[src/rtl/sort_ctrl_fsm.sv]
// Control FSM for the in-place exchange-sort engine.
// Drives datapath strobes from the current state and counts swaps.
module sort_ctrl_fsm #(
    parameter int CNT_W = 8
) (
    input  logic             clk,
    input  logic             rst,
    input  logic             start,
    input  logic             AgtB,
    input  logic             zi,
    input  logic             zj,
    output logic             EA,
    output logic             EB,
    output logic             Li,
    output logic             Ei,
    output logic             Lj,
    output logic             Ej,
    output logic             Csel,
    output logic             WE,
    output logic             Bout,
    output logic             busy,
    output logic             done,
    output logic [CNT_W-1:0] swap_cnt
);

    typedef enum logic [3:0] {
        S_IDLE     = 4'd0,
        S_LOAD_A   = 4'd1,
        S_LOAD_B   = 4'd2,
        S_CMP      = 4'd3,
        S_WR_J     = 4'd4,
        S_WR_I     = 4'd5,
        S_RELOAD_A = 4'd6,
        S_NEXT_J   = 4'd7,
        S_NEXT_I   = 4'd8,
        S_DONE     = 4'd9
    } state_e;

    state_e           state_q, state_d;
    logic [CNT_W-1:0] cnt_q, cnt_d;

    always_ff @(posedge clk) begin
        if (rst) begin
            state_q <= S_IDLE;
            cnt_q   <= '0;
        end else begin
            state_q <= state_d;
            cnt_q   <= cnt_d;
        end
    end

    always_comb begin
        state_d = state_q;
        cnt_d   = cnt_q;
        EA      = 1'b0;
        EB      = 1'b0;
        Li      = 1'b0;
        Ei      = 1'b0;
        Lj      = 1'b0;
        Ej      = 1'b0;
        Csel    = 1'b0;
        WE      = 1'b0;
        Bout    = 1'b0;
        busy    = 1'b0;
        done    = 1'b0;
        case (state_q)
            S_IDLE: begin
                if (start) begin
                    Li      = 1'b1;
                    cnt_d   = '0;
                    state_d = S_LOAD_A;
                end
            end
            S_LOAD_A: begin
                busy    = 1'b1;
                EA      = 1'b1;
                Lj      = 1'b1;
                state_d = S_LOAD_B;
            end
            S_LOAD_B: begin
                busy    = 1'b1;
                Csel    = 1'b1;
                EB      = 1'b1;
                state_d = S_CMP;
            end
            S_CMP: begin
                busy    = 1'b1;
                state_d = AgtB ? S_WR_J : S_NEXT_J;
            end
            S_WR_J: begin
                busy    = 1'b1;
                Csel    = 1'b1;
                WE      = 1'b1;
                state_d = S_WR_I;
            end
            S_WR_I: begin
                busy    = 1'b1;
                WE      = 1'b1;
                Bout    = 1'b1;
                state_d = S_RELOAD_A;
                // saturate rather than wrap
                if (cnt_q != '1) begin
                    cnt_d = cnt_q + 1'b1;
                end
            end
            S_RELOAD_A: begin
                busy    = 1'b1;
                EA      = 1'b1;
                state_d = S_NEXT_J;
            end
            S_NEXT_J: begin
                busy = 1'b1;
                if (zj) begin
                    state_d = S_NEXT_I;
                end else begin
                    Ej      = 1'b1;
                    state_d = S_LOAD_B;
                end
            end
            S_NEXT_I: begin
                busy = 1'b1;
                if (zi) begin
                    state_d = S_DONE;
                end else begin
                    Ei      = 1'b1;
                    state_d = S_LOAD_A;
                end
            end
            S_DONE: begin
                done = 1'b1;
                if (!start) begin
                    state_d = S_IDLE;
                end
            end
            default: begin
                state_d = S_IDLE;
            end
        endcase
        // keep the datapath quiet while reset is held
        if (rst) begin
            EA   = 1'b0;
            EB   = 1'b0;
            Li   = 1'b0;
            Ei   = 1'b0;
            Lj   = 1'b0;
            Ej   = 1'b0;
            Csel = 1'b0;
            WE   = 1'b0;
            Bout = 1'b0;
            busy = 1'b0;
            done = 1'b0;
        end
    end

    assign swap_cnt = rst ? '0 : cnt_q;

endmodule

[config.mk]
export PLATFORM = sky130hd
export DESIGN_NAME = sort_ctrl_fsm
export DESIGN_NICKNAME = d
export VERILOG_FILES = /design/src/rtl/sort_ctrl_fsm.sv
export SDC_FILE = /design/constraint.sdc
export NUM_CORES = 1
export LEC_CHECK = 0
export ABC_AREA = 1
export BUFFER_PORTS_ARGS = -buffer_cell sky130_fd_sc_hd__buf_2
export CAP_MARGIN = 20
export CORE_MARGIN = 8
export CORE_UTILIZATION = 30
export DETAILED_ROUTE_END_ITERATION = 7
export SYNTH_ARGS = -nofsm -noshare
export SYNTH_HDL_FRONTEND = slang
export SYNTH_SLANG_ARGS = --single-unit
export TNS_END_PERCENT = 10
[constraint.sdc]
create_clock -name clk -period 2.24 [get_ports clk]
set_input_delay 0.112 -clock clk [delete_from_list [all_inputs] [get_ports clk]]
set_output_delay 0.112 -clock clk [all_outputs]
set_load 0.01 [all_outputs]
==> results of run 1 <==
==> how the worst max path moves through the flow <==
stage	start	endpoint	depth (start not counted)
after detailed placement	cnt_q[1]$_SDFFE_PP0P_	cnt_q[1]$_SDFFE_PP0P_	8
after floorplan	state_q[0]$_SDFFE_PP0P_	cnt_q[3]$_SDFFE_PP0P_	9
final	state_q[2]$_SDFFE_PP0P_	EA	5
after global placement	state_q[2]$_SDFFE_PP0P_	cnt_q[3]$_SDFFE_PP0P_	9
after global routing	state_q[2]$_SDFFE_PP0P_	Csel	5
after CTS	state_q[2]$_SDFFE_PP0P_	EA	5
==> cell families (layout without fill, tap and decap cells) <==
group / Yosys count / after routing / synth area share
AND/OR/NAND/NOR: 91 / 91 / 0.5260
buffers and inverters: 26 / 52 / 0.1039
adder cells (fa/ha/maj): 1 / 1 / 0.01331
AO/OA/AOI/OAI: 16 / 16 / 0.1012
flip-flops: 12 / 12 / 0.2557
==> power by group through the flow <==
stage          sequential (mW)  combinational [mW]  clock, mW
6_report                 0.238               0.201      0.185
5_1_grt                  0.240               0.222      0.196
4_1_cts                  0.238               0.202      0.185
3_5_place_dp             0.243               0.201          0
3_3_place_gp             0.244               0.203          0
2_1_floorplan            0.240               0.156          0
==> final cells by class <==
type	count	area, µm²	share of cell area
Inverter	24	90.09	0.07877
Multi-Input combinational cell	108	601.8	0.5263
Clock buffer	4	36.28	0.03173
Tap cell	44	55.05	0.04814
Timing Repair Buffer	24	120.1	0.1050
Sequential cell	12	240.2	0.2101
==> worst min-delay path, cell delays in order <==
cell and delay (ps):
buf_2 80, nand3b_1 110, a31oi_1 90
==> stage by stage <==
step | std cells | hold slack, ps | total power [mW] | area (µm²)
2_1_floorplan | 146 | 278.4 | 0.3957 | 939.7
3_3_place_gp | 212 | 466.2 | 0.4463 | 1107
3_5_place_dp | 212 | 464.9 | 0.4442 | 1107
4_1_cts | 216 | 166.8 | 0.6245 | 1144
5_1_grt | 216 | 176.2 | 0.6578 | 1144
6_report | 216 | 163.3 | 0.6232 | 1144
==> synthesized netlist by cell type <==
library cell	n	share of area
nand2_1	30	0.12
nor2_1	23	0.092
inv_1	19	0.076
dfxtp_1	12	0.26
nand3_1	9	0.048
nand4_1	7	0.047
a21oi_1	6	0.032
inv_2	5	0.020
nand2_2	4	0.027
o21ai_0	4	0.021
nand2_4	3	0.036
nor2_2	3	0.020
nor3_1	3	0.016
nand3_4	2	0.037
nand3b_1	2	0.016
nor2_8	2	0.043
o21ai_2	2	0.019
o22ai_1	2	0.013
a21oi_2	1	0.0093
a31oi_1	1	0.0067
buf_1	1	0.0040
clkbuf_1	1	0.0040
ha_1	1	0.013
nor2_4	1	0.012
nor4_1	1	0.0067
or2_2	1	0.0067
==> registers in the layout (all words and copies together) (netlist names) <==
| register | cells |
|---|---|
| state_q | 4 |
| cnt_q | 8 |
==> metal layers <==
metal	part of all wire	GRT usage
met4	0.017	0.04082
met3	0.027	0.01102
met5	0	0
met2	0.47	0.1589
met1	0.49	0.1155
==> impl_metrics.csv, run 1 <==
group,metric,value,unit
global_routing,grt_overflow,0,
worst_setup_path,critPathMaxFanout,6,
hold_path,min_path_cells,3,
power_and_ir_drop,switchingPower,0.2389,mW
global_routing,grt_pass1_vias,944,
routing,first_iter_violations,35,
logic_synthesis,synthCells,146,
layout,antenna_cells,0,
routing,final_antenna_net_count,0,
worst_setup_path,cp.required,2130,ps
layout,layout.nets,180,
logic_synthesis,synth.net_count,153,
layout,layout_common_cells,"30 x nand2_1, 24 x buf_2, 23 x nor2_1",
power_and_ir_drop,pwr-share-comb,0.322,
logic_synthesis,synth-seq-cells,12,
placed_design,dp_hpwl,1956,µm
hold_path,min_path_type,"in2reg",
global_routing,grt_use_total,0.09362,
floorplan,io_pins,25,
timing,rsz0062_at_grt,"no",
timing,finalSetupViolCount,0,
floorplan,die_w,71.97,µm
worst_setup_path,end_kind,"output pin",
floorplan,start_util,0.3103,
clocking,cts-htree-levels,1,
global_routing,grt_pass1_wl,4015,µm
power_and_ir_drop,p_leak,0.5956,nW
routing,drc,0,
layout,mostFrequentLayoutCell,"nand2_1",
flow_run,max-cap-violations,0,
floorplan,core,0.003028,mm²
routing,wl,2355,µm
timing,hold_viol_final,0,
logic_synthesis,ys_types,26,
worst_setup_path,crit_chain,"inv_2, nor2_4, nand2_2, o22ai_1, buf_2",
routing,drt-pass1-iter-count,4,
worst_setup_path,cpMaxStageDelayCell,"dfxtp_1",
logic_synthesis,synth_area,939.7,µm²
clocking,clock_latency,280,ps
placed_design,gp_congestion,0.8516,
routing,num_vias,970,
placed_design,portBuffers,24,
worst_setup_path,r2r_slack,870,ps
clocking,clk_path_buf_depth,2,
timing,worst_clock_skew,3.108,ps
clocking,numCtsBuffers,3,
clocking,path_clk_slew,90,ps
worst_setup_path,crit_arrival,1480,ps
power_and_ir_drop,peakVddDrop,0.2561,mV
routing,avgViaCountPerCell,4.491,
timing,post-route-period-util,0.7124,
layout,fillers,336,
clocking,ctsResizeCount,0,
clocking,cts_tree,"built",
layout,drive_gt1_frac,0.3023,
worst_setup_path,rr_endpoint,"cnt_q[3]$_SDFFE_PP0P_",
logic_synthesis,yosysSeqAreaShare,0.2557,
timing,setup_slack,644.2,ps
timing,slew_headroom,0.7363,
timing,worstMarginPinSlew,395.5,ps
clocking,hold_buffers,0,
global_routing,grt_max_degree,23,
power_and_ir_drop,pwr-share-seq,0.382,
power_and_ir_drop,p_int,0.3842,mW
clocking,cts_root_buf,"clkbuf_4",
floorplan,die-area,0.005179,mm²
routing,wire_per_inst,10.90,µm
timing,drv_slew,0,
logic_synthesis,syn_avg_cell_area,6.436,µm²
logic_synthesis,ys_warn_count,0,
worst_setup_path,slowest_delay,420,ps
worst_setup_path,cp_top_family,"flip-flops",
run_status,outcome,"finished, final reports clean",
timing,period_needed,1596,ps
timing,clock.fmax,626.7,MHz
worst_setup_path,crit_type,"reg2out",
timing,setup_tns,0,ps
placed_design,dp_slack,890.0,ps
layout,fin_util,0.3777,
worst_setup_path,r2r_cells,9,
power_and_ir_drop,sw_frac_of_total,0.3834,
floorplan,fp.dieH,71.97,µm
floorplan,rows,20,
worst_setup_path,reg2reg_from,"state_q[2]$_SDFFE_PP0P_",
worst_setup_path,crit_path_start_kind,"register",
hold_path,hold_end,"state_q[1]$_SDFFE_PP0P_",
power_and_ir_drop,powerDensity,544.9,mW/mm²
worst_setup_path,worst-path-buf-inv,2,
hold_path,min_from,"zj",
power_and_ir_drop,clkPwrFrac,0.296,
global_routing,antenna_found_initial,0,
clocking,postCtsSetupBuffers,0,
layout,syn2layout_area_growth,21.70,%
clocking,cts.sinks,12,
Power figures use the tool's default switching activity.
==> inputs of run 2 (changes only) <==
Settings changed: ABC_AREA 1 to 0.
Clock period 2.24 ns to 1.55 ns, I/O delays scaled along.
==> run 2 against run 1 <==
Net effect:
- global-route usage grew 1.1 points
- register-to-register slack lost 790 ps
- critical path depth shrank 1
- largest cell class unchanged
==> impl_metrics.csv, run 2 <==
group,metric,value,unit
run_status,outcome,"finished, final reports clean",
layout,mostFrequentLayoutCell,"buf_2",
clocking,clock_latency,270,ps
floorplan,io_pins,25,
timing,drv_slew,0,
clocking,clk_path_buf_depth,2,
placed_design,gp_congestion,0.7778,
clocking,cts.sinks,12,
logic_synthesis,synth_top_area_share,0.2612,
power_and_ir_drop,peakVddDrop,0.2507,mV
floorplan,core,0.002978,mm²
timing,finalSetupViolCount,0,
worst_setup_path,cp.required,1470,ps
layout,syn2layout_area_growth,39.86,%
logic_synthesis,yosysMostFrequentCell,"nor2_1",
layout,final_cells,194,
logic_synthesis,syn_avg_cell_area,7.538,µm²
layout,regMostFlops,"cnt_q",
layout,layout.nets,169,
logic_synthesis,synth_area,919.6,µm²
floorplan,rows,20,
timing,setup_tns,0,ps
timing,slew_headroom,0.7608,
power_and_ir_drop,pwr-share-comb,0.269,
logic_synthesis,ys_warn_count,0,
floorplan,fp.dieH,71.37,µm
placed_design,dp_hpwl,2055,µm
routing,drt-pass1-iter-count,4,
timing,rsz0062_at_grt,"yes",
logic_synthesis,synthCells,122,
timing,clock.fmax,664.9,MHz
clocking,cts_root_buf,"clkbuf_4",
global_routing,grt_pass1_vias,1011,
clocking,path_clk_slew,80,ps
logic_synthesis,synth_common_cells,"17 x nor2_1, 12 x dfxtp_1, 8 x clkbuf_1, 8 x nand2_1, 7 x nand3_1",
worst_setup_path,end_kind,"output pin",
logic_synthesis,async_flop_share,0,
power_and_ir_drop,clkPwrFrac,0.320,
placed_design,dp_slack,64.68,ps
layout,drive_gt1_frac,0.4224,
worst_setup_path,crit_type,"reg2out",
routing,avgViaCountPerCell,5.340,
global_routing,grt_max_degree,17,
power_and_ir_drop,switchingPower,0.2232,mW
global_routing,antenna_found_initial,0,
timing,post-route-period-util,0.9703,
logic_synthesis,synth-seq-cells,12,
logic_synthesis,synthFlopType,"dfxtp_1",
timing,hold_viol_final,0,
worst_setup_path,crit_arrival,1430,ps
power_and_ir_drop,powerDensity,607.9,mW/mm²
layout,antenna_cells,0,
worst_setup_path,crit_path_start_kind,"register",
layout,largest_register_ffs,8,
routing,wl,2705,µm
placed_design,portBuffers,24,
placed_design,dp_cells,184,
power_and_ir_drop,sw_frac_of_total,0.2854,
floorplan,die_w,71.37,µm
logic_synthesis,yosys-top-cells-area,"dfxtp_1 26%, nor2_1 6.9%, nand3_1 3.8%",
clocking,cts-htree-levels,1,
floorplan,start_util,0.3088,
routing,wire_per_inst,13.94,µm
floorplan,die-area,0.005093,mm²
timing,worstMarginPinSlew,358.0,ps
layout,reg_top3,"cnt_q (8), state_q (4)",
power_and_ir_drop,p_leak,0.5348,nW
logic_synthesis,yosys.area.top_type,"dfxtp_1",
hold_path,min_path_type,"in2reg",
layout,layout_common_cells,"24 x buf_2, 18 x buf_4, 17 x nor2_1",
clocking,cts_tree,"built",
routing,num_vias,1036,
global_routing,grt_overflow,0,
global_routing,grt_use_total,0.1047,
timing,worst_clock_skew,2.416,ps
logic_synthesis,synth.net_count,129,
routing,first_iter_violations,54,
timing,setup_slack,45.96,ps
power_and_ir_drop,pwr-share-seq,0.412,
routing,final_antenna_net_count,0,
logic_synthesis,ys_types,45,
worst_setup_path,critPathMaxFanout,13,
logic_synthesis,synth_edf_count,0,
timing,period_needed,1504,ps
logic_synthesis,yosysSeqAreaShare,0.2612,
global_routing,grt_pass1_wl,4450,µm
layout,fillers,307,
clocking,numCtsBuffers,3,
routing,drc,0,
flow_run,max-cap-violations,0,
power_and_ir_drop,p_int,0.5587,mW
run 2: cell types whose count changed after synthesis, sizes merged, moves of 4 or more:
cell and delta:
clkbuf +7, nand4 -4, nand2 -29, nor2b +5, inv -19, nand3 -4, nor2 -11
run 2: critical path: stages, from the launching register on:
cell and delay [ps]:
dfxtp_2 340, buf_6 140, or3_4 390, nor3b_2 150, buf_2 150
run 2: repair_timing:
action                                  4_1_cts  5_1_grt
pin swaps                                     2        0
gates resized for setup                      13        5
buffers inserted                              6        0
endpoints found under the hold margin         0        0
hold buffers                                  0        0
endpoints found under the setup margin        2        5
run 2: per-layer routing:
| layer | GRT usage | wire (µm) | vias to the layer above |
|---|---|---|---|
| li1 | - | - | 520 |
| met1 | 0.1141 | 1180 | 487 |
| met2 | 0.1929 | 1328 | 25 |
| met3 | 0.02789 | 173 | 4 |
| met4 | 0.02771 | 23 | 0 |
| met5 | 0 | 0 | - |
run 2: cell type report:
cell class              count  area [µm²]  share of cell area
clock buffers               4       36.28             0.02821
inverters                   5       18.77             0.01459
multi-input cells          95       644.4              0.5010
flip-flops and latches     12       252.7              0.1965
well taps                  33       41.29             0.03210
repair buffers             45       292.8              0.2276
run 2: worst paths after layout:
kind / cells after the start / slack, ps / startpoint / to
setup reg to reg: 4 / 80 / state_q[2]$_SDFFE_PP0P_ / cnt_q[6]$_SDFFE_PP0P_
hold reg to reg: 2 / 600 / cnt_q[7]$_SDFFE_PP0P_ / cnt_q[7]$_SDFFE_PP0P_
hold / removal: 2 / 90 / rst / state_q[0]$_SDFFE_PP0P_
setup / recovery: 4 / 50 / state_q[1]$_SDFFE_PP0P_ / Lj
run 2: logic make-up after synthesis:
group           count (synthesis)  share of synthesized area
fa+ha+maj                       1                    0.01360
flops                          12                     0.2612
xor+xnor                        3                    0.02858
compound gates                 24                     0.2177
mux                             2                    0.02313
buf+inv                        15                    0.06939
simple gates                   65                     0.3864
run 2: per-stage QoR:
step,instance area (µm²),total power [mW],hold WS (ps),util
detailed placement,1149,0.5081,377.2,0.3857
global placement,1149,0.5049,370.3,0.3857
CTS,1266,0.7861,78.28,0.4252
floorplan,919.6,0.4481,206.0,-
global route,1286,0.8234,100.1,0.4319
finish,1286,0.7819,86.12,0.4319
run 2: power groups by stage:
stage | Combinational, mW | Sequential, mW | Clock [mW]
4_1_cts | 0.207 | 0.321 | 0.257
2_1_floorplan | 0.121 | 0.328 | 0
3_3_place_gp | 0.173 | 0.332 | 0
5_1_grt | 0.229 | 0.323 | 0.272
3_5_place_dp | 0.175 | 0.333 | 0
6_report | 0.210 | 0.322 | 0.250
==> inputs of run 3 (changes only) <==
Settings changed: CORE_UTILIZATION 30 to 51, PLACE_DENSITY from default to 0.78.
==> run 3 against run 2 <==
Net effect:
- count of clock-buffer cells in the layout down 1
- die area fell by 33%
- flip-flop and latch count is the same
- cell count down 6.7%
- sequential share of layout area grew 0.55 points
- register-to-register slack worse by 50 ps
- clock skew rose by 1.5 ps
- combinational power increased by 4%
- maximum frequency is 2.0% lower
- non-clock buffer count shrank 4
- global-route usage grew 3.8 points
==> impl_metrics.csv, run 3 (synthesis results as in run 2) <==
group,metric,value,unit
run_status,outcome,"finished, final reports clean",
routing,first_iter_violations,33,
power_and_ir_drop,sw_frac_of_total,0.3034,
timing,clock.fmax,651.8,MHz
floorplan,rows,15,
floorplan,die_w,58.47,µm
clocking,cts.sinks,12,
routing,wire_per_inst,15.41,µm
worst_setup_path,critPathMaxFanout,11,
floorplan,fp.dieH,58.47,µm
routing,wl,2790,µm
worst_setup_path,crit_arrival,1460,ps
layout,regMostFlops,"cnt_q",
power_and_ir_drop,power.total,0.7404,mW
clocking,hold_buffers,0,
flow_run,max-cap-violations,0,
power_and_ir_drop,pwr-share-comb,0.295,
timing,finalSetupViolCount,0,
routing,drt-pass1-iter-count,4,
power_and_ir_drop,clkPwrFrac,0.261,
clocking,clock_latency,270,ps
layout,multi_input_area,655.6,µm²
timing,drv_slew,0,
layout,largest_register_ffs,8,
worst_setup_path,r2r_cells,4,
timing,rsz0062_at_grt,"yes",
timing,timing.hold.ws,56.19,ps
worst_setup_path,cp-endpoint,"Ei",
layout,syn2layout_area_growth,36.05,%
placed_design,gp_congestion,0.8811,
layout,layout_common_cells,"24 x buf_2, 17 x nor2_1, 13 x buf_4",
layout,drive_gt1_frac,0.4359,
layout,antenna_cells,0,
clocking,cts_tree,"built",
worst_setup_path,reg2reg_from,"state_q[2]$_SDFFE_PP0P_",
worst_setup_path,r2r_slack,30,ps
worst_setup_path,cp.required,1470,ps
global_routing,grt_pass1_wl,3946,µm
global_routing,grt_max_degree,19,
placed_design,portBuffers,24,
timing,hold_viol_final,0,
clocking,cts-htree-levels,1,
worst_setup_path,crit_type,"reg2out",
clocking,cts_root_buf,"clkbuf_4",
layout,mostFrequentLayoutCell,"buf_2",
power_and_ir_drop,pwr-share-seq,0.444,
layout,seq_area,252.7,µm²
power_and_ir_drop,p_leak,0.5092,nW
floorplan,start_util,0.5385,
placed_design,dp_hpwl,1886,µm
placed_design,dp_cells,171,
worst_setup_path,end_kind,"output pin",
worst_setup_path,crit_path_start_kind,"register",
timing,worstMarginPinSlew,383.4,ps
global_routing,antenna_found_initial,0,
global_routing,grt_overflow,0,
floorplan,die-area,0.003418,mm²
routing,avgViaCountPerCell,5.856,
routing,final_antenna_net_count,0,
layout,layout.nets,165,
timing,post-route-period-util,0.9898,
power_and_ir_drop,powerDensity,591.7,mW/mm²
power_and_ir_drop,switchingPower,0.2247,mW
routing,drc,0,
layout,fillers,127,
clocking,numCtsBuffers,3,
clocking,path_clk_slew,70,ps
power_and_ir_drop,p_int,0.5157,mW
routing,num_vias,1060,
layout,fin_util,0.7326,
clocking,clk_path_buf_depth,2,
timing,worst_clock_skew,3.962,ps
floorplan,core,0.001708,mm²
layout,reg_top3,"cnt_q (8), state_q (4)",
timing,slew_headroom,0.7439,
global_routing,grt_pass1_vias,885,
worst_setup_path,cp-startpoint,"state_q[1]$_SDFFE_PP0P_",
power_and_ir_drop,peakVddDrop,0.4754,mV
global_routing,grt_use_total,0.1429,
timing,period_needed,1534,ps
layout,final_cells,181,
floorplan,io_pins,25,
hold_path,min_path_type,"in2reg",
worst_setup_path,rr_endpoint,"cnt_q[6]$_SDFFE_PP0P_",
-- run 3: per-stage QoR --
| step | TNS [ps] | instance area [µm²] | setup slack [ps] |
|---|---|---|---|
| 2_1_floorplan | 0 | 919.6 | 7.341 |
| 3_3_place_gp | 0 | 1101 | 80.49 |
| 3_5_place_dp | -25.70 | 1101 | -25.42 |
| 4_1_cts | -49.68 | 1157 | -49.68 |
| 5_1_grt | -189.2 | 1251 | -90.72 |
| 6_report | 0 | 1251 | 15.76 |
-- run 3: worst max-delay path: stages (launching register included) --
cell,delay [ps]
dfxtp_4,360
buf_8,140
buf_4,130
nor2_1,90
nand2_1,70
nor4_1,200
buf_2,200
-- run 3: layout make-up --
class / count / share of cell area
clock buffers: 3 / 0.01800
repair buffers: 41 / 0.2160
multi-input cells: 95 / 0.5240
flip-flops and latches: 12 / 0.2020
well taps: 25 / 0.02500
inverters: 5 / 0.01500
-- run 3: worst min path at each step --
stage | start | slack [ps] | to | depth (start not counted)
3_3_place_gp | rst | 330 | state_q[3]$_SDFFE_PP0P_ | 2
4_1_cts | rst | 40 | state_q[0]$_SDFFE_PP0P_ | 2
5_1_grt | rst | 60 | state_q[0]$_SDFFE_PP0P_ | 2
2_1_floorplan | zj | 210 | Ej | 1
6_report | rst | 60 | state_q[0]$_SDFFE_PP0P_ | 2
3_5_place_dp | rst | 340 | state_q[0]$_SDFFE_PP0P_ | 2
-- run 3: layer usage --
layer	routed length, µm	vias up	track usage
li1	-	507	-
met1	1258	500	0.1845
met2	1302	51	0.2142
met3	213	2	0.05217
met4	15	0	0.04196
met5	0	-	0
-- run 3: what timing repair did --
item                                    4_1_cts  5_1_grt
endpoints found under the setup margin        6       10
setup buffers                                 0        7
pin swaps                                     1        2
hold endpoints to repair                      0        0
resized for setup                            12       14
-- run 3: power groups by stage --
stage / Sequential, mW / Combinational (mW) / Clock (mW)
global route: 0.330 / 0.232 / 0.207
finish: 0.329 / 0.218 / 0.193
global placement: 0.332 / 0.164 / 0
detailed placement: 0.332 / 0.167 / 0
CTS: 0.327 / 0.178 / 0.196
floorplan: 0.328 / 0.121 / 0
